--- config.mk ---
export PLATFORM = sky130hd
export DESIGN_NAME = regfile_access_ctrl_flat
export DESIGN_NICKNAME = d
export VERILOG_FILES = /design/src/rtl/regfile_access_ctrl_pkg.sv /design/src/rtl/regfile_access_ctrl_if.sv /design/src/rtl/regfile_access_ctrl_regfile.sv /design/src/rtl/regfile_access_ctrl.sv /design/src/flat_wrapper.sv
export SDC_FILE = /design/constraint.sdc
export NUM_CORES = 1
export LEC_CHECK = 0
export ABC_AREA = 1
export BUFFER_PORTS_ARGS = -buffer_cell sky130_fd_sc_hd__buf_4
export CORE_ASPECT_RATIO = 0.7
export CORE_MARGIN = 2
export CORE_UTILIZATION = 50
export DETAILED_ROUTE_END_ITERATION = 10
export PLACE_DENSITY_LB_ADDON = 0.12
export SKIP_CTS_REPAIR_TIMING = 1
export SLEW_MARGIN = 10
export SYNTH_ARGS = -nofsm -noshare
export SYNTH_HDL_FRONTEND = slang
export SYNTH_HIERARCHICAL = 1
export SYNTH_SLANG_ARGS = --single-unit
--- constraint.sdc ---
create_clock -name clock -period 3.5 [get_ports clock]
set_clock_uncertainty 0.15 [all_clocks]
set_input_delay 0.175 -clock clock [delete_from_list [all_inputs] [get_ports clock]]
set_output_delay 0.175 -clock clock [all_outputs]
set_load 0.01 [all_outputs]
--- src/rtl/regfile_access_ctrl_pkg.sv ---
// Shared LC-3 definitions for the register-file access controller:
// opcodes, fetch FSM states and the per-instruction read plan.
package lc3_pkg;

  localparam logic [3:0] OP_ADD = 4'b0001;
  localparam logic [3:0] OP_AND = 4'b0101;
  localparam logic [3:0] OP_NOT = 4'b1001;

  typedef enum logic [2:0] {
    ST_IDLE,
    ST_ISS1,
    ST_CAP1,
    ST_ISS2,
    ST_CAP2,
    ST_ACK
  } fetch_state_e;

  typedef struct packed {
    logic need_sr1;
    logic need_sr2;
    logic is_imm;
  } read_plan_t;

  function automatic read_plan_t plan_of(input logic [15:0] instr);
    read_plan_t p;
    p = '0;
    case (instr[15:12])
      OP_ADD, OP_AND: begin
        p.need_sr1 = 1'b1;
        p.is_imm   = instr[5];
        p.need_sr2 = ~instr[5];
      end
      OP_NOT:  p.need_sr1 = 1'b1;
      default: p = '0;
    endcase
    return p;
  endfunction

endpackage

--- src/rtl/regfile_access_ctrl_if.sv ---
// Decode-fetch and writeback handshakes of the register-file access controller.
interface regfile_access_ctrl_if #(
  parameter int DATA_W = 16,
  parameter int NREGS  = 8
);
  localparam int AW = $clog2(NREGS);

  logic              dec_req;
  logic [15:0]       dec_instr;
  logic              dec_ack;
  logic [DATA_W-1:0] sr1_val;
  logic [DATA_W-1:0] sr2_val;
  logic [DATA_W-1:0] imm_val;
  logic [2:0]        dr_addr;
  logic              is_imm;
  logic              wb_req;
  logic [AW-1:0]     wb_addr;
  logic [DATA_W-1:0] wb_data;
  logic              wb_ack;
  logic              busy;

  modport master (
    output dec_req, dec_instr, wb_req, wb_addr, wb_data,
    input  dec_ack, sr1_val, sr2_val, imm_val, dr_addr, is_imm, wb_ack, busy
  );

  modport slave (
    input  dec_req, dec_instr, wb_req, wb_addr, wb_data,
    output dec_ack, sr1_val, sr2_val, imm_val, dr_addr, is_imm, wb_ack, busy
  );

endinterface

--- src/rtl/regfile_access_ctrl_regfile.sv ---
// Single-ported NREGS x DATA_W register array: synchronous read and write,
// asynchronous active-low clear. Write takes priority if both are requested.
module lc3_regfile #(
  parameter int DATA_W = 16,
  parameter int NREGS  = 8
) (
  input  logic                     clock,
  input  logic                     reset_n,
  input  logic                     we,
  input  logic                     re,
  input  logic [$clog2(NREGS)-1:0] addr,
  input  logic [DATA_W-1:0]        wdata,
  output logic [DATA_W-1:0]        rdata
);

  logic [DATA_W-1:0] mem [NREGS];

  always_ff @(posedge clock or negedge reset_n) begin
    if (!reset_n) begin
      for (int i = 0; i < NREGS; i++) mem[i] <= '0;
      rdata <= '0;
    end else if (we) begin
      mem[addr] <= wdata;
    end else if (re) begin
      rdata <= mem[addr];
    end
  end

endmodule

--- src/rtl/regfile_access_ctrl.sv ---
// Operand-fetch controller sharing the single register-file port between
// decode reads and writeback writes, with forwarding of mid-fetch writes.
module regfile_access_ctrl
  import lc3_pkg::*;
#(
  parameter int DATA_W = 16,
  parameter int NREGS  = 8
) (
  input logic                  clock,
  input logic                  reset_n,
  regfile_access_ctrl_if.slave bus
);

  localparam int AW = $clog2(NREGS);

  fetch_state_e      state, state_nxt;
  read_plan_t        new_plan;
  logic              accept;
  logic              need_sr2;
  logic              grant_last;
  logic              in_iss;
  logic              wb_grant;
  logic              rd_issue;
  logic              fwd_sr1;
  logic              fwd_sr2;
  logic              dec_ack;
  logic              busy;
  logic [AW-1:0]     sr1_addr;
  logic [AW-1:0]     sr2_addr;
  logic [AW-1:0]     rf_addr;
  logic [DATA_W-1:0] rdata;
  logic [DATA_W-1:0] sr1_val;
  logic [DATA_W-1:0] sr2_val;
  logic [DATA_W-1:0] imm_val;
  logic [2:0]        dr_addr;
  logic              is_imm;

  function automatic logic signed [DATA_W-1:0] sext_imm5(input logic signed [4:0] imm);
    return {{(DATA_W-5){imm[4]}}, imm};
  endfunction

  assign new_plan = plan_of(bus.dec_instr);
  assign accept   = (state == ST_IDLE) && bus.dec_req;

  // state register; grant_last remembers whether the port went to a write last cycle
  always_ff @(posedge clock or negedge reset_n) begin
    if (!reset_n) begin
      state      <= ST_IDLE;
      grant_last <= 1'b0;
    end else begin
      state      <= state_nxt;
      grant_last <= wb_grant;
    end
  end

  always_comb begin
    state_nxt = state;
    case (state)
      ST_IDLE: if (bus.dec_req) state_nxt = new_plan.need_sr1 ? ST_ISS1 : ST_ACK;
      ST_ISS1: if (!wb_grant)   state_nxt = ST_CAP1;
      ST_CAP1: state_nxt = need_sr2 ? ST_ISS2 : ST_ACK;
      ST_ISS2: if (!wb_grant)   state_nxt = ST_CAP2;
      ST_CAP2: state_nxt = ST_ACK;
      ST_ACK:  state_nxt = ST_IDLE;
      default: state_nxt = ST_IDLE;
    endcase
  end

  // Issue cycles yield to a write only if the previous cycle was not a write,
  // so reads and a continuous write stream alternate.
  always_comb begin
    in_iss   = (state == ST_ISS1) || (state == ST_ISS2);
    wb_grant = bus.wb_req && !(in_iss && grant_last);
    rd_issue = in_iss && !wb_grant;
    rf_addr  = wb_grant ? bus.wb_addr : ((state == ST_ISS2) ? sr2_addr : sr1_addr);
    fwd_sr1  = wb_grant && (bus.wb_addr == sr1_addr);
    fwd_sr2  = wb_grant && (bus.wb_addr == sr2_addr);
    dec_ack  = (state == ST_ACK);
    busy     = (state != ST_IDLE);
  end

  lc3_regfile #(
    .DATA_W (DATA_W),
    .NREGS  (NREGS)
  ) u_rf (
    .clock   (clock),
    .reset_n (reset_n),
    .we      (wb_grant),
    .re      (rd_issue),
    .addr    (rf_addr),
    .wdata   (bus.wb_data),
    .rdata   (rdata)
  );

  // operand capture; a write landing after an operand's read issue overrides it
  always_ff @(posedge clock or negedge reset_n) begin
    if (!reset_n) begin
      sr1_val  <= '0;
      sr2_val  <= '0;
      imm_val  <= '0;
      dr_addr  <= '0;
      is_imm   <= 1'b0;
      sr1_addr <= '0;
      sr2_addr <= '0;
      need_sr2 <= 1'b0;
    end else begin
      if (accept) begin
        sr1_val  <= '0;
        sr2_val  <= '0;
        imm_val  <= new_plan.is_imm ? sext_imm5(bus.dec_instr[4:0]) : '0;
        dr_addr  <= bus.dec_instr[11:9];
        is_imm   <= new_plan.is_imm;
        sr1_addr <= bus.dec_instr[6 +: AW];
        sr2_addr <= bus.dec_instr[0 +: AW];
        need_sr2 <= new_plan.need_sr2;
      end
      case (state)
        ST_CAP1: sr1_val <= fwd_sr1 ? bus.wb_data : rdata;
        ST_ISS2: if (fwd_sr1) sr1_val <= bus.wb_data;
        ST_CAP2: begin
          if (fwd_sr1) sr1_val <= bus.wb_data;
          sr2_val <= fwd_sr2 ? bus.wb_data : rdata;
        end
        default: ;
      endcase
    end
  end

  assign bus.dec_ack = dec_ack;
  assign bus.busy    = busy;
  assign bus.wb_ack  = wb_grant;
  assign bus.sr1_val = sr1_val;
  assign bus.sr2_val = sr2_val;
  assign bus.imm_val = imm_val;
  assign bus.dr_addr = dr_addr;
  assign bus.is_imm  = is_imm;

endmodule

--- src/flat_wrapper.sv ---
// flat-port wrapper written by rule: the top's interface ports become plain ports
module regfile_access_ctrl_flat import lc3_pkg::*;
#(
  parameter int DATA_W = 16,
  parameter int NREGS  = 8
)
  (clock, reset_n, bus_dec_req, bus_dec_instr, bus_wb_req, bus_wb_addr, bus_wb_data, bus_dec_ack, bus_sr1_val, bus_sr2_val, bus_imm_val, bus_dr_addr, bus_is_imm, bus_wb_ack, bus_busy);
  regfile_access_ctrl_if #(.DATA_W(DATA_W), .NREGS(NREGS)) bus_i ();
  input logic clock;
  input logic reset_n;
  input wire logic [$bits(bus_i.dec_req)-1:0] bus_dec_req;
  input wire logic [$bits(bus_i.dec_instr)-1:0] bus_dec_instr;
  input wire logic [$bits(bus_i.wb_req)-1:0] bus_wb_req;
  input wire logic [$bits(bus_i.wb_addr)-1:0] bus_wb_addr;
  input wire logic [$bits(bus_i.wb_data)-1:0] bus_wb_data;
  output wire logic [$bits(bus_i.dec_ack)-1:0] bus_dec_ack;
  output wire logic [$bits(bus_i.sr1_val)-1:0] bus_sr1_val;
  output wire logic [$bits(bus_i.sr2_val)-1:0] bus_sr2_val;
  output wire logic [$bits(bus_i.imm_val)-1:0] bus_imm_val;
  output wire logic [$bits(bus_i.dr_addr)-1:0] bus_dr_addr;
  output wire logic [$bits(bus_i.is_imm)-1:0] bus_is_imm;
  output wire logic [$bits(bus_i.wb_ack)-1:0] bus_wb_ack;
  output wire logic [$bits(bus_i.busy)-1:0] bus_busy;
  assign bus_i.dec_req = bus_dec_req;
  assign bus_i.dec_instr = bus_dec_instr;
  assign bus_i.wb_req = bus_wb_req;
  assign bus_i.wb_addr = bus_wb_addr;
  assign bus_i.wb_data = bus_wb_data;
  assign bus_dec_ack = bus_i.dec_ack;
  assign bus_sr1_val = bus_i.sr1_val;
  assign bus_sr2_val = bus_i.sr2_val;
  assign bus_imm_val = bus_i.imm_val;
  assign bus_dr_addr = bus_i.dr_addr;
  assign bus_is_imm = bus_i.is_imm;
  assign bus_wb_ack = bus_i.wb_ack;
  assign bus_busy = bus_i.busy;
  regfile_access_ctrl #(.DATA_W(DATA_W), .NREGS(NREGS)) u_core (.clock(clock), .reset_n(reset_n), .bus(bus_i));
endmodule
# Word level (Yosys, flattened, before mapping)

Cells that the tools add are included.

Output and inout port bits: 55
Register bits: 207
Input bits: 39
Logic and storage cells: 79

Magnitude comparators: 2
Reduce and logical (&&, ||, !) cells: 18
Bitwise gates (word level): 3
Mux-type cells: 24
Equality and inequality tests: 13

Operators by type and width:

| kind                                                                  | count |
|---|---|
| 16-bit 2-to-1 mux                                                     | 10 |
| 128-bit bitwise mux                                                   | 1 |
| 16-bit binary-select mux with 3-bit select                            | 1 |
| 16-bit demux with 3-bit select                                        | 1 |
| 16-bit one-hot mux with 2 select lines                                | 1 |
| 3-bit 2-to-1 mux                                                      | 7 |
| 3-bit one-hot mux with 5 select lines                                 | 1 |
| 1-bit logical AND                                                     | 7 |
| 3-bit by 2-bit == test with 1-bit output (second input constant)      | 2 |
| 3-bit == test                                                         | 2 |
| 3-bit == test (second input constant)                                 | 2 |
| 2-bit != test (second input constant)                                 | 3 |
| 4-bit by 1-bit == test with 1-bit output (second input constant)      | 1 |
| 4-bit by 3-bit == test with 1-bit output (second input constant)      | 1 |
| 4-bit == test (second input constant)                                 | 1 |
| 4-bit >= comparator (second input constant)                           | 1 |
| 4-bit by 1-bit < comparator with 1-bit output (second input constant) | 1 |
| 3-bit inverter with 4-bit output                                      | 1 |
| 2-bit OR reduction                                                    | 2 |
| 3-bit by 1-bit == test with 1-bit output (second input constant)      | 1 |
| 3-bit logical NOT                                                     | 1 |
| 3-bit AND reduction                                                   | 1 |
| 3-bit nonzero test                                                    | 1 |
| 3-bit OR reduction                                                    | 1 |
| other kinds (7)                                                       | 9 |

# Longest topological paths before layout

Word-level depth: 12
Depth in mapped cells: 16

# Hierarchy

The synthesis kept the hierarchy.

By module, submodules not included:

| module              | area each (µm²) | cells each | instances | sequential area each (µm²) |
|---|---|---|---|---|
| lc3_regfile         | 6561.3          | 844        | 1         | 3603.5 |
| regfile_access_ctrl | 3333.2          | 490        | 1         | 1301.2 |

# Worst setup path before layout

No wires, ideal clock.

Kind: reg2reg
From: register u_core.state[2]
To: register u_core.u_rf.rdata[11]
Path slack: 1011 ps
Arrival time: 2222 ps
Library setup time: 117 ps
Stages on the path, launching flop included: 15
Cell sequence: dfrtp_1 inv_2 nand2_1 nor2_1 inv_4 o21ai_0 a21oi_1 a21oi_1 nor2_1 buf_2 buf_2 nand3_1 nand3_1 nor2_1 nor2_1

Word-level cells in the longest chain between the ends: 10
Elaborated cells between the ends (all ways): 16
Classes of those cells: 2 x eq/ne; 5 x mux; 2 x bitwise; 7 x reduce/logical

Ends and longest elaborated chain:

| element                                                                                              | RTL line                                             | RTL |
|---|---|---|
| from (decl)                                                                                          | regfile_access_ctrl.sv:16                            | `fetch_state_e state, state_nxt;` |
| from (signal assigned)                                                                               | regfile_access_ctrl.sv:51                            | `state <= state_nxt;` |
| 3-bit by 1-bit == test with 1-bit output or 3-bit by 2-bit == test with 1-bit output (tied branches) | regfile_access_ctrl.sv:72, regfile_access_ctrl.sv:75 |  |
| 1-bit logical OR                                                                                     | regfile_access_ctrl.sv:72                            | `in_iss = (state == ST_ISS1) \|\| (state == ST_ISS2);` |
| 1-bit logical AND                                                                                    | regfile_access_ctrl.sv:73                            | `wb_grant = bus.wb_req && !(in_iss && grant_last);` |
| 1-bit logical NOT                                                                                    | regfile_access_ctrl.sv:73                            |  |
| 1-bit logical AND                                                                                    | regfile_access_ctrl.sv:73                            |  |
| 3-bit 2-to-1 mux *                                                                                   | regfile_access_ctrl.sv:75                            | `rf_addr = wb_grant ? bus.wb_addr : ((state == ST_ISS2) ? sr2_addr : sr1_addr);` |
| via u_core.rf_addr[1]                                                                                | regfile_access_ctrl.sv:30                            | `logic [AW-1:0] rf_addr;` |
| 3-bit inverter with 4-bit output (not written as such) *                                             | regfile_access_ctrl_regfile.sv:25                    | `rdata <= mem[addr];` |
| 16-bit binary-select mux with 3-bit select *                                                         | regfile_access_ctrl_regfile.sv:25                    |  |
| 16-bit 2-to-1 mux (not written as such) * (2 in series)                                              | regfile_access_ctrl_regfile.sv:25                    |  |
| to (signal assigned)                                                                                 | regfile_access_ctrl_regfile.sv:25                    |  |
| to (decl)                                                                                            | regfile_access_ctrl_regfile.sv:13                    | `output logic [DATA_W-1:0] rdata` |

The timed path passes the listed nets; every way through them passes the cells marked *. The select of a mux whose other input is x is not followed.
A chain may end at the register's enable or synchronous reset.

# Worst setup path in the final report

From: register u_core.state[2]
To: register u_core/u_rf/mem[29] (netlist name)

Word-level cells in the longest chain between the ends: 12
Elaborated cells between the ends (all ways): 15
Classes of those cells: 2 x order compare; 2 x eq/ne; 5 x mux; 1 x bitwise; 5 x reduce/logical

Ends and longest elaborated chain:

| element                                                                                                    | RTL line                                             | RTL |
|---|---|---|
| 3-bit by 1-bit == test with 1-bit output or 3-bit by 2-bit == test with 1-bit output (tied branches)       | regfile_access_ctrl.sv:72, regfile_access_ctrl.sv:75 |  |
| 1-bit logical OR                                                                                           | regfile_access_ctrl.sv:72                            |  |
| 1-bit logical AND                                                                                          | regfile_access_ctrl.sv:73                            |  |
| 1-bit logical NOT                                                                                          | regfile_access_ctrl.sv:73                            |  |
| 1-bit logical AND                                                                                          | regfile_access_ctrl.sv:73                            |  |
| 3-bit 2-to-1 mux *                                                                                         | regfile_access_ctrl.sv:75                            |  |
| via u_core.rf_addr[1]                                                                                      | regfile_access_ctrl.sv:30                            |  |
| 3-bit inverter with 4-bit output (not written as such) *                                                   | regfile_access_ctrl_regfile.sv:23                    | `mem[addr] <= wdata;` |
| 4-bit >= comparator (not written as such) or 4-bit by 1-bit < comparator with 1-bit output (tied branches) | regfile_access_ctrl_regfile.sv:23                    |  |
| 1-bit logical AND (not written as such)                                                                    | regfile_access_ctrl_regfile.sv:23                    |  |
| 16-bit 2-to-1 mux (not written as such)                                                                    | regfile_access_ctrl_regfile.sv:23                    |  |
| 16-bit demux with 3-bit select *                                                                           | regfile_access_ctrl_regfile.sv:23                    |  |
| 128-bit bitwise mux *                                                                                      | regfile_access_ctrl_regfile.sv:23                    |  |
| to (signal, indexed assignment)                                                                            | regfile_access_ctrl_regfile.sv:23                    |  |
| to (decl)                                                                                                  | regfile_access_ctrl_regfile.sv:16                    | `logic [DATA_W-1:0] mem [NREGS];` |

The timed path passes the listed nets; every way through them passes the cells marked *.

==> metrics.txt <==
routed vias/inst around 5; Die Y 122 microns; Sink Count between 150 and 200; outcome complete, but fails checks; RSZ-0062 raised after global routing false; final WL roughly 27000 microns; layout cells sized above 1 0.132; gr ovfl total 0; Net Sw Power 0.00420 W; number of global-route vias before repair 8021; multi-input logic area 0.00388 sq mm; crit path kind flop to flop; number of diodes 0; Port Buffers between 90 and 100; Nets approximately 1500; logic gate share of total power 0.426; Yosys warning count 6; pwr/cell area 856 mW/mm^2; number of enable flip-flop cells after synthesis 0; Clock transition at path regs around 0.07 ns; initial antenna violation count 0; top_reg_cell synth dfrtp_1; fmax around 330 MHz; fraction of registers with async set/reset 1.00; Hold WS -0.0176 ns; Core Region approximately 0.020 sq mm; Rel. slew slack 0.338; die area around 0.021 sq mm; Placed Cells 1649; Static Leakage 6.20 nW; #FFs+latches synth slightly below 200; largest net degree at the start of global routing 101; CTS tree done; CTS Buf Count 17; syn_area_per_cell between 7 and 8 sq um; pre-CTS WS approximately 0.52 ns; GRT Max-Usage Layer met1; Post-DP HPWL approximately 18000 microns; latest clock arrival within the worst-skew pair 0.45 ns; most common cell after layout, fill and taps aside nand2_1; Setup WS post-layout 0.465 ns; gr usage total 0.269; Final Max Slew Viols 0; post-route ant nets 0; worst hold path type input pin to flop; row cnt 43; sequential share of power 0.380; sequential cell area approximately 0.0049 sq mm; CTS Buffer Depth 2; Initial Util 0.505; failing checks hold timing; GR Layer Usage met2 0.399; # setup viols final 0; FILL cells 1823; Sw Ratio 0.419; CP max FO 32; internal power 0.00583 W; met1 Usage GRT 0.402; Setup Total Neg Slack 0 ns; Post-Syn Nets 1373; global-route wire length before repair about 43000 microns; nature of the critical path endpoint flop; Hold Path Stages 5; Die X around 170 microns; # DRC 0; I/O Pins 94; R2R depth 13; Max Cap Viol 0; Worst-Margin Slew about 0.99 ns; Final Critical Period 3.03 ns; area grow syn2layout 18.3%; Root Driver clkbuf_16; Worst Setup Start Kind flop; gpl congestion ~0.85; most frequent cells in the layout 446 x nand2_1, 196 x dfrtp_1, 175 x inv_1, 164 x nand3_1, 120 x buf_4; met3 Track Usage GR 0.0523; synth unique cells 29; Critical Path AT 3.20 ns; clock share of power 0.193; WL/cell 15.9 microns; post-route insts no fill ~1700; H-tree Lvls 4; endpoints failing hold 3; Max VDD drop a little under 0.0005 V; via count between 8000 and 9000; register area share after synthesis 0.496; Syn Inst Count roughly 1300; fin crit share 0.867; Starting DRT DRC Count ~980; DR pass1 iterations 6; Post-Synthesis Cell Area approximately 0.01 sq mm; CP Data Required Time between 3 and 4 ns; post-layout util 0.598
-- synth_stat cells, types with 2 or more instances --
library cell | number | area, sq um
nand2_1 | 446 | 1670
dfrtp_1 | 196 | 4900
inv_1 | 175 | 657
nand3_1 | 164 | 821
o21ai_0 | 113 | 566
nor2_1 | 61 | 229
o21ai_1 | 32 | 160
buf_2 | 28 | 140
clkbuf_1 | 28 | 105
buf_4 | 17 | 128
nand4_1 | 17 | 106
a21oi_1 | 15 | 75.1
inv_2 | 7 | 26.3
nor2_4 | 5 | 56.3
or2_2 | 5 | 31.3
buf_6 | 4 | 45.0
nand3_2 | 3 | 30.0
nor2_2 | 3 | 18.8
buf_1 | 2 | 7.51
nand2_2 | 2 | 12.5
nand2_4 | 2 | 22.5
nor3_1 | 2 | 10.0
-- critical path: stages (launching register included) --
cell and delay, ns:
dfrtp_1 0.44, inv_2 0.15, nand2_1 0.09, nor2_1 0.20, inv_4 0.09, o21ai_0 0.16, a21oi_1 0.06, a21oi_1 0.49
nand2_2 0.30, inv_2 0.29, nand2_1 0.08, buf_4 0.23, nand2_1 0.10, o21ai_0 0.09
-- registers in the layout, indices dropped and copies added (netlist names), 3 cells and up --
signal,count
u_core/u_rf/mem,128
u_core/bus.sr1_val,16
u_core/bus.sr2_val,16
u_core/u_rf/rdata,16
u_core/bus.imm_val,5
u_core/bus.dr_addr,3
u_core/sr1_addr,3
u_core/sr2_addr,3
u_core/state,3
-- logic make-up after synthesis --
group / Yosys count / synth area share
buf+inv: 263 / 0.113
simple gates: 712 / 0.307
compound gates: 162 / 0.0824
xor+xnor: 1 / 0.00164
flops: 196 / 0.496
-- metal layers --
metal | up-vias | wire length [microns]
li1 | 4338 | -
met1 | 4090 | 13000
met5 | - | 0
met2 | 301 | 11900
met4 | 0 | 452
met3 | 36 | 1880
-- through the flow --
stage          area (sq um)  hold WS [ns]  total power, W
2_1_floorplan          9890        -0.271         0.00668
3_3_place_gp          10800         0.188         0.00795
3_5_place_dp          10800         0.183         0.00804
4_1_cts               11400        -0.292          0.0100
5_1_grt               11700        0.0126          0.0109
6_report              11700       -0.0176          0.0100
-- worst paths after layout --
kind                       slack, ns                     to                start
max in group asynchronous       2.07    u_core/u_rf/mem[26]              reset_n
min in group asynchronous       0.24  u_core/bus.imm_val[3]              reset_n
hold / removal                 -0.02        u_core/state[2]    bus_dec_instr[14]
setup reg to reg                0.47    u_core/u_rf/mem[29]      u_core/state[2]
setup / recovery                0.47    u_core/u_rf/mem[29]      u_core/state[2]
hold reg to reg                 0.34    u_core/u_rf/mem[89]  u_core/u_rf/mem[89]
-- final cells by class --
| class | count | area share |
|---|---|---|
| clock buffers | 19 | 0.0378 |
| clock inverters | 13 | 0.0108 |
| inverters | 183 | 0.0589 |
| multi-input cells | 875 | 0.332 |
| flip-flops and latches | 196 | 0.419 |
| well taps | 270 | 0.0288 |
| repair buffers | 158 | 0.113 |
-- power groups by stage --
stage / clock network, W / registers [W] / logic, W
finish: 0.00194 / 0.00381 / 0.00427
global route: 0.00207 / 0.00394 / 0.00487
CTS: 0.00198 / 0.00381 / 0.00423
detailed placement: 0 / 0.00384 / 0.00421
global placement: 0 / 0.00383 / 0.00412
floorplan: 0 / 0.00378 / 0.00290
No activity file was read; power rests on OpenSTA's default activity.
